File: config.mk
export PLATFORM = sky130hd
export DESIGN_NAME = mux2_rr_arbiter_flat
export DESIGN_NICKNAME = d
export VERILOG_FILES = /design/src/rtl/mux2_rr_arbiter_pkg.sv /design/src/rtl/mux2_rr_arbiter_if.sv /design/src/rtl/mux2_rr_arbiter_mux2to1_d.sv /design/src/rtl/mux2_rr_arbiter.sv /design/src/flat_wrapper.sv
export SDC_FILE = /design/constraint.sdc
export NUM_CORES = 1
export LEC_CHECK = 0
export ABC_AREA = 0
export BUFFER_PORTS_ARGS = -buffer_cell sky130_fd_sc_hd__buf_2
export CORE_MARGIN = 2
export CORE_UTILIZATION = 25
export DETAILED_ROUTE_END_ITERATION = 16
export PLACE_DENSITY_LB_ADDON = 0.15
export SYNTH_ARGS = -nofsm -noshare
export SYNTH_HDL_FRONTEND = slang
export SYNTH_SLANG_ARGS = --single-unit
File: constraint.sdc
create_clock -name clk -period 2.9 [get_ports clk]
set_clock_uncertainty 0.15 [all_clocks]
set_input_delay 0.87 -clock clk [delete_from_list [all_inputs] [get_ports clk]]
set_output_delay 0.87 -clock clk [all_outputs]
set_load 0.02 [all_outputs]
File: src/rtl/mux2_rr_arbiter_pkg.sv
// Shared types and constants for the two-source round-robin arbiter.
// Source encoding matches y_sel and the mux select (0 = A, 1 = B).
package mux2_arb_pkg;

  typedef enum logic [1:0] {
    IDLE   = 2'd0,
    LOCK_A = 2'd1,
    LOCK_B = 2'd2
  } arb_state_t;

  localparam logic SRC_A = 1'b0;
  localparam logic SRC_B = 1'b1;

endpackage

File: src/rtl/mux2_rr_arbiter_if.sv
// Handshake bundle between two sources, the arbiter and the downstream consumer.
// The slave modport is the arbiter's view; master is the surrounding logic.
interface mux2_rr_arbiter_if #(
  parameter int DATA_W = 8
);
  logic              a_valid;
  logic [DATA_W-1:0] a_data;
  logic              a_last;
  logic              a_ready;
  logic              b_valid;
  logic [DATA_W-1:0] b_data;
  logic              b_last;
  logic              b_ready;
  logic              y_valid;
  logic [DATA_W-1:0] y_data;
  logic              y_last;
  logic              y_sel;
  logic              y_ready;

  modport slave (
    input  a_valid, a_data, a_last,
    output a_ready,
    input  b_valid, b_data, b_last,
    output b_ready,
    output y_valid, y_data, y_last, y_sel,
    input  y_ready
  );

  modport master (
    output a_valid, a_data, a_last,
    input  a_ready,
    output b_valid, b_data, b_last,
    input  b_ready,
    input  y_valid, y_data, y_last, y_sel,
    output y_ready
  );
endinterface

File: src/rtl/mux2_rr_arbiter_mux2to1_d.sv
// Purpose: combinational vector 2:1 mux feeding the arbiter output register.
// Latency: 0 cycles. Backpressure: none, pure datapath.
// sel = 0 passes d0, sel = 1 passes d1.
module mux2to1_d #(
  parameter int W = 9
) (
  input  logic [W-1:0] d0,
  input  logic [W-1:0] d1,
  input  logic         sel,
  output logic [W-1:0] y
);
  assign y = sel ? d1 : d0;
endmodule

File: src/rtl/mux2_rr_arbiter.sv
// Purpose: round-robin 2:1 arbiter with registered output; MUX2_ARB_PKT_LOCK_EN holds grant per packet.
// Latency: 1 cycle from input accept to y_valid, 1 beat/cycle.
// Backpressure: y_valid && !y_ready drops both readies and freezes the output register.
module mux2_rr_arbiter
  import mux2_arb_pkg::*;
#(
  parameter int DATA_W = 8
) (
  input  logic                   clk,
  input  logic                   rst,
  mux2_rr_arbiter_if.slave       bus
);

  logic              load;
  logic              grant_a;
  logic              grant_b;
  logic              accept_a;
  logic              accept_b;
  logic              accept;
  logic              pkt_end;
  logic              lock_a;
  logic              lock_b;
  logic              prio;
  logic [DATA_W:0]   mux_out;

  assign load = !bus.y_valid || bus.y_ready;

`ifdef MUX2_ARB_PKT_LOCK_EN
  arb_state_t state;

  assign lock_a  = (state == LOCK_A);
  assign lock_b  = (state == LOCK_B);
  assign pkt_end = mux_out[DATA_W];
`else
  assign lock_a  = 1'b0;
  assign lock_b  = 1'b0;
  assign pkt_end = 1'b1;
`endif

  // A held lock ignores the other source entirely, even if the owner goes idle.
  always_comb begin
    grant_a = 1'b0;
    grant_b = 1'b0;
    if (lock_a) begin
      grant_a = bus.a_valid;
    end else if (lock_b) begin
      grant_b = bus.b_valid;
    end else if (bus.a_valid && bus.b_valid) begin
      grant_a = (prio == SRC_A);
      grant_b = (prio == SRC_B);
    end else begin
      grant_a = bus.a_valid;
      grant_b = bus.b_valid;
    end
  end

  assign bus.a_ready = grant_a && load && !rst;
  assign bus.b_ready = grant_b && load && !rst;
  assign accept_a    = bus.a_valid && bus.a_ready;
  assign accept_b    = bus.b_valid && bus.b_ready;
  assign accept      = accept_a || accept_b;

  mux2to1_d #(
    .W(DATA_W + 1)
  ) u_mux (
    .d0  ({bus.a_last, bus.a_data}),
    .d1  ({bus.b_last, bus.b_data}),
    .sel (grant_b),
    .y   (mux_out)
  );

  always_ff @(posedge clk or posedge rst) begin
    if (rst) begin
      bus.y_valid <= 1'b0;
      bus.y_data  <= '0;
      bus.y_last  <= 1'b0;
      bus.y_sel   <= SRC_A;
      prio        <= SRC_A;
    end else begin
      if (load) begin
        bus.y_valid <= accept;
        if (accept) begin
          bus.y_data <= mux_out[DATA_W-1:0];
          bus.y_last <= mux_out[DATA_W];
          bus.y_sel  <= accept_b ? SRC_B : SRC_A;
        end
      end
      if (accept && pkt_end) begin
        prio <= accept_a ? SRC_B : SRC_A;
      end
    end
  end

`ifdef MUX2_ARB_PKT_LOCK_EN
  always_ff @(posedge clk or posedge rst) begin
    if (rst) begin
      state <= IDLE;
    end else begin
      case (state)
        IDLE: begin
          if (accept_a && !bus.a_last) begin
            state <= LOCK_A;
          end else if (accept_b && !bus.b_last) begin
            state <= LOCK_B;
          end
        end
        LOCK_A:  if (accept_a && bus.a_last) state <= IDLE;
        LOCK_B:  if (accept_b && bus.b_last) state <= IDLE;
        default: state <= IDLE;
      endcase
    end
  end
`endif

endmodule

File: src/flat_wrapper.sv
// flat-port wrapper written by rule: the top's interface ports become plain ports
module mux2_rr_arbiter_flat import mux2_arb_pkg::*;
#(
  parameter int DATA_W = 8
)
  (clk, rst, bus_a_valid, bus_a_data, bus_a_last, bus_a_ready, bus_b_valid, bus_b_data, bus_b_last, bus_b_ready, bus_y_valid, bus_y_data, bus_y_last, bus_y_sel, bus_y_ready);
  mux2_rr_arbiter_if #(.DATA_W(DATA_W)) bus_i ();
  input  logic clk;
  input  logic rst;
  input wire logic [$bits(bus_i.a_valid)-1:0] bus_a_valid;
  input wire logic [$bits(bus_i.a_data)-1:0] bus_a_data;
  input wire logic [$bits(bus_i.a_last)-1:0] bus_a_last;
  output wire logic [$bits(bus_i.a_ready)-1:0] bus_a_ready;
  input wire logic [$bits(bus_i.b_valid)-1:0] bus_b_valid;
  input wire logic [$bits(bus_i.b_data)-1:0] bus_b_data;
  input wire logic [$bits(bus_i.b_last)-1:0] bus_b_last;
  output wire logic [$bits(bus_i.b_ready)-1:0] bus_b_ready;
  output wire logic [$bits(bus_i.y_valid)-1:0] bus_y_valid;
  output wire logic [$bits(bus_i.y_data)-1:0] bus_y_data;
  output wire logic [$bits(bus_i.y_last)-1:0] bus_y_last;
  output wire logic [$bits(bus_i.y_sel)-1:0] bus_y_sel;
  input wire logic [$bits(bus_i.y_ready)-1:0] bus_y_ready;
  assign bus_i.a_valid = bus_a_valid;
  assign bus_i.a_data = bus_a_data;
  assign bus_i.a_last = bus_a_last;
  assign bus_a_ready = bus_i.a_ready;
  assign bus_i.b_valid = bus_b_valid;
  assign bus_i.b_data = bus_b_data;
  assign bus_i.b_last = bus_b_last;
  assign bus_b_ready = bus_i.b_ready;
  assign bus_y_valid = bus_i.y_valid;
  assign bus_y_data = bus_i.y_data;
  assign bus_y_last = bus_i.y_last;
  assign bus_y_sel = bus_i.y_sel;
  assign bus_i.y_ready = bus_y_ready;
  mux2_rr_arbiter #(.DATA_W(DATA_W)) u_core (.clk(clk), .rst(rst), .bus(bus_i));
endmodule
* Word-level counts from Yosys, hierarchy flattened
Index checks and enable logic that the tools add are counted.
** Word-level totals
- Memories kept :: 0
- Output and inout port bits :: 13
- Logic and storage cells :: 23
- Bits in read-only memories :: 0
- Register bits :: 12
- Bits in writable memories :: 0
- Bits in latches :: 0
- Bits of input ports :: 23
** Cells by class
- Eq/ne operators :: 0
- Divide/modulo/power cells :: 0
- Order comparisons :: 0
- Reduce and logical (&&, ||, !) cells :: 12
- Mux-type cells :: 5
- Multiply operators :: 0
- Shift-type cells :: 0
- Bitwise logic cells :: 1
- Add/subtract/negate cells :: 0
** Operators with widths (number)
- 9-bit 2-to-1 mux :: 1
- 1-bit logical AND :: 7
- 1-bit 2-to-1 mux :: 4
- 1-bit zero test :: 2
- 1-bit logical OR :: 2
- 2-bit AND reduction :: 1
- 1-bit inverter :: 1

* Depth between registers and ports, before layout
Gate-level depths: netlist of the first run.
- Word-level depth :: 7
- Gate-level depth with buffers :: 4
- Gate-level depth less buffers :: 3

* By module
Synthesis of the first run repeated with hierarchy kept, for this count alone.
** Second synthesis, totals
- Cells, all modules :: 47
- Area, all modules :: 683.2 um^2
** By module, submodules not included
- mux2_rr_arbiter :: area an instance 536.8 um^2, times used 1, cells each 37, seq. area each 300.3 um^2
- mux2to1_d :: area an instance 146.4 um^2, times used 1, cells each 10, seq. area each 0.0 um^2

* Worst setup path after synthesis of the first run
OpenSTA, ideal clock, no wires.
- Kind :: input -> output
- Start point :: in bus_y_ready
- End point :: out bus_b_ready
- Data required time :: 1.880 ns
- Stages :: 3
- Path buffers :: 0
- Arrival time :: 1.636 ns
- Setup slack :: 0.244 ns
- Cell sequence :: nor2b_4 or2_1 nor3_1
** Between the ends
- Cells in the longest elaborated chain, start to end :: 3
** RTL lines
- start: declaration :: line flat_wrapper.sv:22 : input wire logic [$bits(bus_i.y_ready)-1:0] bus_y_ready;
- 1-bit logical OR :: line mux2_rr_arbiter.sv:26 : assign load = !bus.y_valid || bus.y_ready;
- 1-bit logical AND (2 in series) :: line mux2_rr_arbiter.sv:58 : assign bus.b_ready = grant_b && load && !rst;
- end: declaration :: line flat_wrapper.sv:17 : output wire logic [$bits(bus_i.b_ready)-1:0] bus_b_ready;
No other way between the ends.

* Worst setup path in the final report of the first run
- Start point :: in rst
- End point :: out bus_b_ready
** Between the ends
- Cells in the longest elaborated chain, start to end :: 2
** RTL lines
- start: declaration :: line flat_wrapper.sv:9 : input logic rst;
- 1-bit zero test :: line mux2_rr_arbiter.sv:58
- 1-bit logical AND :: line mux2_rr_arbiter.sv:58
No other way between the ends.

==> results.yml, run 1 <==
run_status:
  status: "completed"
critical_path:
  slowest_stage: "or2_1"
  worst_ep_required_time_ns: 1.88
  cp_slowest_stage_delay_ns: 0.27
  worst_path_most_repeated_cell: "buf_2"
  critPathMaxFanout: 6
  crit_buf_inv: 2
  cp_top_family: "simple AND/OR/NAND/NOR gates"
  path_class: "primary input to output pin"
  reg2reg_from: "u_core.bus.y_valid"
  crit_arrival_ns: 1.64
  rr_endpoint: "u_core.bus.y_data[6]"
  crit_path_end_kind: "output pin"
  worst-r2r-cell-count: 3
  crit_path_cell_trace: "buf_2 > or2_1 > nor3_1 > buf_2"
  start_kind: "primary input"
  regToRegSetupSlack_ns: 1.38
detailed_routing:
  vias_per_cell: 4.748
  totalWireLength_um: 1578
  dr.pass1.iters: 4
  drcViolationCount: 0
  ant_nets: 0
  drtIter0Drc: 9
  via_count: 546
  wl_per_cell_um: 13.72
placed_design:
  portBuffers: 35
  placed_cells: 112
  gp_congestion: 0.7289
  dp_hpwl_um: 1162
min_path:
  min_to: "u_core.bus.y_sel"
  min-delay-start: "u_core.bus.y_sel"
  min_path_type: "register to register"
  whs_path_depth: 1
final_layout:
  syn_to_final_growth_pct: 39.57
  fin_util_pct: 37.10
  layout_common_cells: "35 x buf_2, 12 x dfrtp_1, 9 x o32ai_1, 9 x a2bb2oi_1"
  drive_gt1_share_pct: 49.43
  finalNetCount: 112
  antenna_cells: 0
  layout_commonest_cell: "buf_2"
  fin_cells: 115
global_route:
  grt_max_degree: 13
  grt_pass1_wl_um: 2518
  antenna_found_initial: 0
  grt_pass1_vias: 504
  gr-usage-all-layers_pct: 13.23
  grt-ovfl-total: 0
power:
  swShare_pct: 34.48
  ir_worst_vdd_uv: 347.7
  combPwrFrac_pct: 36.7
  power_frac_seq_pct: 43.7
  internal_power_uw: 329.1
  leakagePower_uw: 0.0003838
  switching_power_uw: 173.2
  powerDensity_mw_per_mm2: 611.9
  p_clk_share_pct: 19.6
  power_uw: 502.3
sta:
  worstMarginPinSlew_ns: 0.7119
  rsz0062_at_grt: "no"
  fin_crit_sh_pct: 91.80
  final_hold_viol_count: 0
  final-setup-viol-count: 0
  max_freq_mhz: 375.6
  slew_violations: 0
  slew_headroom_pct: 52.36
  period_needed_ns: 2.662
  finalSetupTns_ns: 0
synthesis:
  synth_area_per_cell_um2: 11.76
  synth_cells: 50
  synth_area_leaders: "dfrtp_1 51%, a2bb2oi_1 13%, o32ai_1 13%"
  netlist.area_leader.share_pct: 51.06
  syn_nets: 73
  synth.distinct_cells: 15
  ys_seq_area_share_pct: 51.06
  yosys_warnings: 0
  synth_top_cell_by_area: "dfrtp_1"
  syn_area_um2: 588.1
  synth_seq_cells: 12
clock_tree:
  cts_tree: "yes"
  htree_levels: 1
  cts_resized: 0
  clk_path_buf_depth: 2
  path_clk_slew_ns: 0.07
  insertion_delay_ns: 0.26
  post-cts-setup-buffers: 0
  cts_sinks: 12
  ctsHoldBuffers: 0
  clk_root_buffer_cell: "clkbuf_4"
  numCtsBuffers: 3
die:
  io_pins: 36
  die_h_um: 52.50
  row_count: 17
  start_util_pct: 26.58
  core_area_mm2: 0.002212
  die_area_mm2: 0.002756
  die_x_um: 52.50
flow_run:
  max-cap-violations: 0
-- synthesized netlist by cell type --
cell       number
dfrtp_1        12
o32ai_1         9
nor3_1          2
o21ai_0         1
inv_1           3
or2_1           2
or4b_1          1
a2bb2oi_1       9
nor2b_4         1
o22a_1          1
a21bo_2         1
buf_2           3
nor2b_1         1
nor3_4          1
nor2_1          3
-- final cells by class --
cell class | count | area, um2
Multi-Input combinational cell | 32 | 261.5
Clock buffer | 3 | 22.52
Timing Repair Buffer | 37 | 190.2
Inverter | 3 | 11.26
Fill cell | 240 | 1391
Sequential cell | 12 | 300.3
Tap cell | 28 | 35.03
-- power by group through the flow --
stage               Sequential (uW)  Clock [uW]  Combinational (uW)
global route                    225         111                 202
CTS                             220         102                 187
floorplan                       261           0                79.2
finish                          220        98.4                 184
global placement                224           0                 185
detailed placement              223           0                 186
-- per-layer routing --
layer / vias to the layer above / share of wire (%) / track usage, %
met5: - / 0 / 0
met4: 0 / 1.0 / 7.692
met3: 2 / 8.3 / 3.143
met2: 22 / 43 / 17.08
met1: 246 / 48 / 19.50
li1: 276 / - / -
-- flip-flops by register name, indices dropped and copies added, names as in the netlist --
name,cells
u_core.bus.y_sel,1
u_core.prio,1
u_core.bus.y_data,8
u_core.bus.y_valid,1
u_core.bus.y_last,1
-- through the flow --
stage                     hold slack, ns  setup WS, ns  area [um2]
final                             0.3377        0.2379       820.8
after global routing              0.3697        0.1736       820.8
after CTS                         0.3407        0.2303       820.8
after detailed placement          0.3241        0.2302       798.3
after global placement            0.3308        0.2544       798.3
after floorplan                   0.3918        0.2444       588.1
-- cell families (layout without fill, tap and decap cells) --
family	count (synthesis)	count (layout)	synth area share (%)
and+or+nand+nor	11	11	13.62
AOI/OAI and AO/OA	21	21	30.85
DFF	12	12	51.06
buffers and inverters	6	43	4.467
-- worst max path at each step --
stage | startpoint | endpoint | slack, ns | cells after the start
floorplan | bus_y_ready | bus_b_ready | 0.24 | 3
global placement | rst | bus_b_ready | 0.25 | 4
detailed placement | rst | bus_b_ready | 0.23 | 4
CTS | rst | bus_b_ready | 0.23 | 4
global route | rst | bus_b_ready | 0.17 | 4
finish | rst | bus_b_ready | 0.24 | 4
-- worst register-to-register path: cells and delay by family, from the launching register on --
family / cells / cell delay [ns]
DFF: 1 / 0.38
AOI/OAI and AO/OA: 1 / 0.15
and+or+nand+nor: 2 / 0.70
Power figures use the tool's default switching activity.
==> run 2, diff against run 1 <==
--- a/config.mk
+++ b/config.mk
@@ -8,9 +8,9 @@
 export ABC_AREA = 0
 export BUFFER_PORTS_ARGS = -buffer_cell sky130_fd_sc_hd__buf_2
 export CORE_MARGIN = 2
-export CORE_UTILIZATION = 25
+export CORE_UTILIZATION = 43
 export DETAILED_ROUTE_END_ITERATION = 16
-export PLACE_DENSITY_LB_ADDON = 0.15
+export PLACE_DENSITY = 0.86
 export SYNTH_ARGS = -nofsm -noshare
 export SYNTH_HDL_FRONTEND = slang
 export SYNTH_SLANG_ARGS = --single-unit
==> results.yml, run 2 (same netlist as run 1, synthesis figures left out) <==
critical_path:
  crit_path_cell_trace: "buf_2 > nor2b_1 > nor3_1 > buf_2"
  worst_ep_required_time_ns: 1.88
  reg2reg_from: "u_core.prio"
  crit_arrival_ns: 1.78
  path_class: "primary input to output pin"
  slowest_stage: "nor2b_1"
  cp-startpoint: "bus_a_valid"
  crit_buf_inv: 2
  cp_slowest_stage_delay_ns: 0.55
  cp_top_family: "simple AND/OR/NAND/NOR gates"
  critPathMaxFanout: 10
  crit_path_end_kind: "output pin"
  worst_path_most_repeated_cell: "buf_2"
  start_kind: "primary input"
final_layout:
  drive_gt1_share_pct: 48.84
  layout_commonest_cell: "buf_2"
  largest_register_ffs: 8
  syn_to_final_growth_pct: 35.53
  fin_cells: 101
  finalNetCount: 111
  layout_common_cells: "35 x buf_2, 12 x dfrtp_1, 9 x o32ai_1, 9 x a2bb2oi_1"
  fillers: 113
  largest_register: "u_core.bus.y_data"
  antenna_cells: 0
clock_tree:
  clk_root_buffer_cell: "clkbuf_4"
  post-cts-setup-buffers: 0
  ctsHoldBuffers: 0
  numCtsBuffers: 3
  cts_sinks: 12
  cts_resized: 0
  insertion_delay_ns: 0.26
  htree_levels: 1
  cts_tree: "yes"
  path_clk_slew_ns: 0.07
  clk_path_buf_depth: 2
sta:
  worstMarginPinSlew_ns: 0.6639
  final-setup-viol-count: 0
  finalSetupTns_ns: 0
  max_freq_mhz: 357.0
  slew_headroom_pct: 55.65
  rsz0062_at_grt: "no"
  fin_crit_sh_pct: 96.59
  final_hold_viol_count: 0
  period_needed_ns: 2.801
  slew_violations: 0
power:
  leakagePower_uw: 0.0003788
  combPwrFrac_pct: 36.1
  switching_power_uw: 169.5
  power_frac_seq_pct: 44.6
  internal_power_uw: 326.3
  ir_worst_vdd_uv: 397.9
  swShare_pct: 34.19
  p_clk_share_pct: 19.4
  power_uw: 495.8
  powerDensity_mw_per_mm2: 622.0
global_route:
  grt_max_degree: 13
  gr-usage-all-layers_pct: 18.97
  antenna_found_initial: 0
  grt_pass1_vias: 521
  grt_pass1_wl_um: 2090
  grt-ovfl-total: 0
die:
  row_count: 13
  die_x_um: 40.98
  die_h_um: 40.98
  core_area_mm2: 0.001285
  start_util_pct: 45.76
  die_area_mm2: 0.001679
  io_pins: 36
placed_design:
  dp_hpwl_um: 1088
  placed_cells: 98
  gp_congestion: 0.8115
  portBuffers: 35
detailed_routing:
  via_count: 565
  drtIter0Drc: 13
  wl_per_cell_um: 13.81
  ant_nets: 0
  drcViolationCount: 0
  dr.pass1.iters: 4
  totalWireLength_um: 1395
  vias_per_cell: 5.594
run_status:
  status: "completed"
min_path:
  min-delay-start: "u_core.bus.y_sel"
  min_path_type: "register to register"
flow_run:
  max-cap-violations: 0
run 2: power by group through the flow:
| stage | combinational, uW | clock, uW | sequential [uW] |
|---|---|---|---|
| after floorplan | 79.2 | 0 | 261 |
| after global placement | 176 | 0 | 223 |
| after detailed placement | 179 | 0 | 224 |
| after CTS | 180 | 97.7 | 221 |
| after global routing | 193 | 110 | 225 |
| final | 179 | 96.1 | 221 |
run 2: cell type report:
| class | instances | area [um2] | area share (%) |
|---|---|---|---|
| Inverter | 3 | 11.26 | 1.413 |
| Sequential cell | 12 | 300.3 | 37.68 |
| Multi-Input combinational cell | 32 | 261.5 | 32.81 |
| Tap cell | 15 | 18.77 | 2.355 |
| Timing Repair Buffer | 36 | 182.7 | 22.92 |
| Clock buffer | 3 | 22.52 | 2.826 |
run 2: through the flow:
step                area [um2]  setup slack (ns)  hold WS (ns)  util (%)
global route             797.0           0.02669        0.3625     62.03
CTS                      797.0            0.1068        0.3513     62.03
floorplan                588.1            0.2444        0.3918         -
detailed placement       774.5            0.1304        0.3355     60.27
global placement         774.5            0.1175        0.3165     60.27
finish                   797.0           0.09886        0.3439     62.03
run 2: worst reg2reg max path, delay by kind of cell, from the launching register on:
family | cells | cell delay, ns
and+or+nand+nor | 1 | 0.54
DFF | 1 | 0.41
AOI/OAI and AO/OA | 2 | 0.37
run 2: path summary, 6_finish.rpt:
check	endpoint	slack (ns)	cells past startpoint
setup / recovery	bus_b_ready	0.1	4
hold / removal	u_core.bus.y_sel	0.34	1
setup reg to reg	u_core.bus.y_data[2]	1.34	3
hold reg to reg	u_core.bus.y_sel	0.34	1
max in group asynchronous	u_core.bus.y_data[3]	1.79	2
min in group asynchronous	u_core.bus.y_data[5]	0.51	2
run 2: metal layers:
metal  vias up  track usage [%]  wire [um]
met5         -                0          0
met4         0            8.333          7
met3         2            6.522        128
met2        30            29.69        679
met1       260            23.37        579
li1        273                -          -
==> run 3, diff against run 2 <==
--- a/config.mk
+++ b/config.mk
@@ -6,11 +6,13 @@
 export NUM_CORES = 1
 export LEC_CHECK = 0
 export ABC_AREA = 0
+export ABC_CLOCK_PERIOD_IN_PS = 2900
 export BUFFER_PORTS_ARGS = -buffer_cell sky130_fd_sc_hd__buf_2
+export CAP_MARGIN = 10
 export CORE_MARGIN = 2
-export CORE_UTILIZATION = 43
+export CORE_UTILIZATION = 40
 export DETAILED_ROUTE_END_ITERATION = 16
-export PLACE_DENSITY = 0.86
+export PLACE_DENSITY = 0.81
 export SYNTH_ARGS = -nofsm -noshare
 export SYNTH_HDL_FRONTEND = slang
 export SYNTH_SLANG_ARGS = --single-unit
==> results.yml, run 3 (same netlist as run 1, synthesis figures left out) <==
run_status:
  status: "completed"
detailed_routing:
  wl_per_cell_um: 13.59
  via_count: 544
  dr.pass1.iters: 4
  drtIter0Drc: 6
  totalWireLength_um: 1386
  vias_per_cell: 5.333
  drcViolationCount: 0
  ant_nets: 0
critical_path:
  slowest_stage: "or2_1"
  start_kind: "primary input"
  path_class: "primary input to output pin"
  cp_slowest_stage_delay_ns: 0.26
  crit_arrival_ns: 1.62
  worst_ep_required_time_ns: 1.88
  worst_path_most_repeated_cell: "buf_2"
  crit_path_end_kind: "output pin"
  crit_path_cell_trace: "buf_2 > or2_1 > nor3_1 > buf_2"
  critPathMaxFanout: 6
sta:
  fin_crit_sh_pct: 90.87
  period_needed_ns: 2.635
  final_hold_viol_count: 0
  rsz0062_at_grt: "no"
  slew_headroom_pct: 60.53
  worstMarginPinSlew_ns: 0.5899
  max_freq_mhz: 379.5
  finalSetupTns_ns: 0
  final-setup-viol-count: 0
  slew_violations: 0
die:
  die_h_um: 42.34
  die_area_mm2: 0.001793
  io_pins: 36
  start_util_pct: 44.09
  die_x_um: 42.34
  row_count: 13
  core_area_mm2: 0.001334
final_layout:
  layout_common_cells: "35 x buf_2, 12 x dfrtp_1, 9 x o32ai_1, 9 x a2bb2oi_1"
  largest_register: "u_core.bus.y_data"
  fin_util_pct: 60.98
  drive_gt1_share_pct: 50.57
  finalNetCount: 111
  syn_to_final_growth_pct: 38.30
  antenna_cells: 0
  largest_register_ffs: 8
  layout_commonest_cell: "buf_2"
power:
  ir_worst_vdd_uv: 306.6
  p_clk_share_pct: 24.8
  combPwrFrac_pct: 33.6
  internal_power_uw: 355.3
  swShare_pct: 33.11
  switching_power_uw: 175.9
  power_frac_seq_pct: 41.6
  powerDensity_mw_per_mm2: 653.1
  leakagePower_uw: 0.0003870
global_route:
  grt-ovfl-total: 0
  antenna_found_initial: 0
  grt_pass1_wl_um: 2387
  grt_max_degree: 13
  gr-usage-all-layers_pct: 17.73
  grt_pass1_vias: 545
clock_tree:
  ctsHoldBuffers: 0
  path_clk_slew_ns: 0.07
  clk_root_buffer_cell: "clkbuf_4"
  clk_path_buf_depth: 2
  htree_levels: 1
  insertion_delay_ns: 0.27
  cts_sinks: 12
  numCtsBuffers: 3
  cts_tree: "yes"
placed_design:
  dp_hpwl_um: 1053
  gp_congestion: 0.7095
  portBuffers: 35
min_path:
  min_path_type: "register to register"
flow_run:
  max-cap-violations: 0
==> run 3: changes by cell type in the layout (fill, tap and decap cells not counted), sizes merged <==
cell / change
clkbuf: +1
==> run 3: area by class of cell <==
| type | instances | area, um2 |
|---|---|---|
| clock buffers | 4 | 36.28 |
| fillers | 125 | 520.5 |
| inverters | 3 | 11.26 |
| multi-input cells | 32 | 264.0 |
| flip-flops and latches | 12 | 300.3 |
| well taps | 15 | 18.77 |
| repair buffers | 36 | 182.7 |
==> run 3: layer usage <==
| metal | GRT usage, % | part of all wire (%) | routed length, um | vias up |
|---|---|---|---|---|
| li1 | - | - | - | 279 |
| met1 | 22.97 | 43 | 600 | 245 |
| met2 | 27.38 | 50 | 687 | 18 |
| met3 | 7.759 | 6.6 | 91 | 2 |
| met4 | 3.750 | 0.43 | 6 | 0 |
| met5 | 0 | 0 | 0 | - |
==> run 3: power by group through the flow <==
stage	sequential [uW]	combinational (uW)	clock, uW
floorplan	261	79.2	0
global placement	223	177	0
detailed placement	223	179	0
CTS	220	180	136
global route	225	195	146
finish	221	179	132
==> run 3: what timing repair did <==
action | 4_1_cts | 5_1_grt
resized for setup | 0 | 1
buffers inserted | 0 | 0
setup endpoints to repair | 0 | 1
==> run 3: path summary, 6_finish.rpt <==
kind | startpoint | to | slack [ns] | cells after the start
max in group asynchronous | rst | u_core.bus.y_data[4] | 1.81 | 2
setup reg to reg | u_core.bus.y_valid | u_core.bus.y_last | 1.46 | 3
setup / recovery | rst | bus_b_ready | 0.26 | 4
min in group asynchronous | rst | u_core.bus.y_valid | 0.49 | 2
hold / removal | u_core.bus.y_sel | u_core.bus.y_sel | 0.35 | 1
hold reg to reg | u_core.bus.y_sel | u_core.bus.y_sel | 0.35 | 1
==> run 3: worst max-delay path: cells and delay by family <==
kind                   cells  cell delay, ns
AND/OR/NAND/NOR            2            0.42
buffers and inverters      2            0.32
==> run 3: through the flow <==
stage | hold slack [ns] | worst slack [ns] | cells | cell area, um2 | total power [uW]
final | 0.3488 | 0.2647 | 102 | 813.3 | 531.2
after global routing | 0.3882 | 0.2254 | 102 | 813.3 | 566.1
after CTS | 0.3534 | 0.08678 | 102 | 810.8 | 536.3
after detailed placement | 0.3356 | 0.09950 | 98 | 774.5 | 402.2
after global placement | 0.3269 | 0.1286 | 98 | 774.5 | 399.4
after floorplan | 0.3918 | 0.2444 | 50 | 588.1 | 340.3
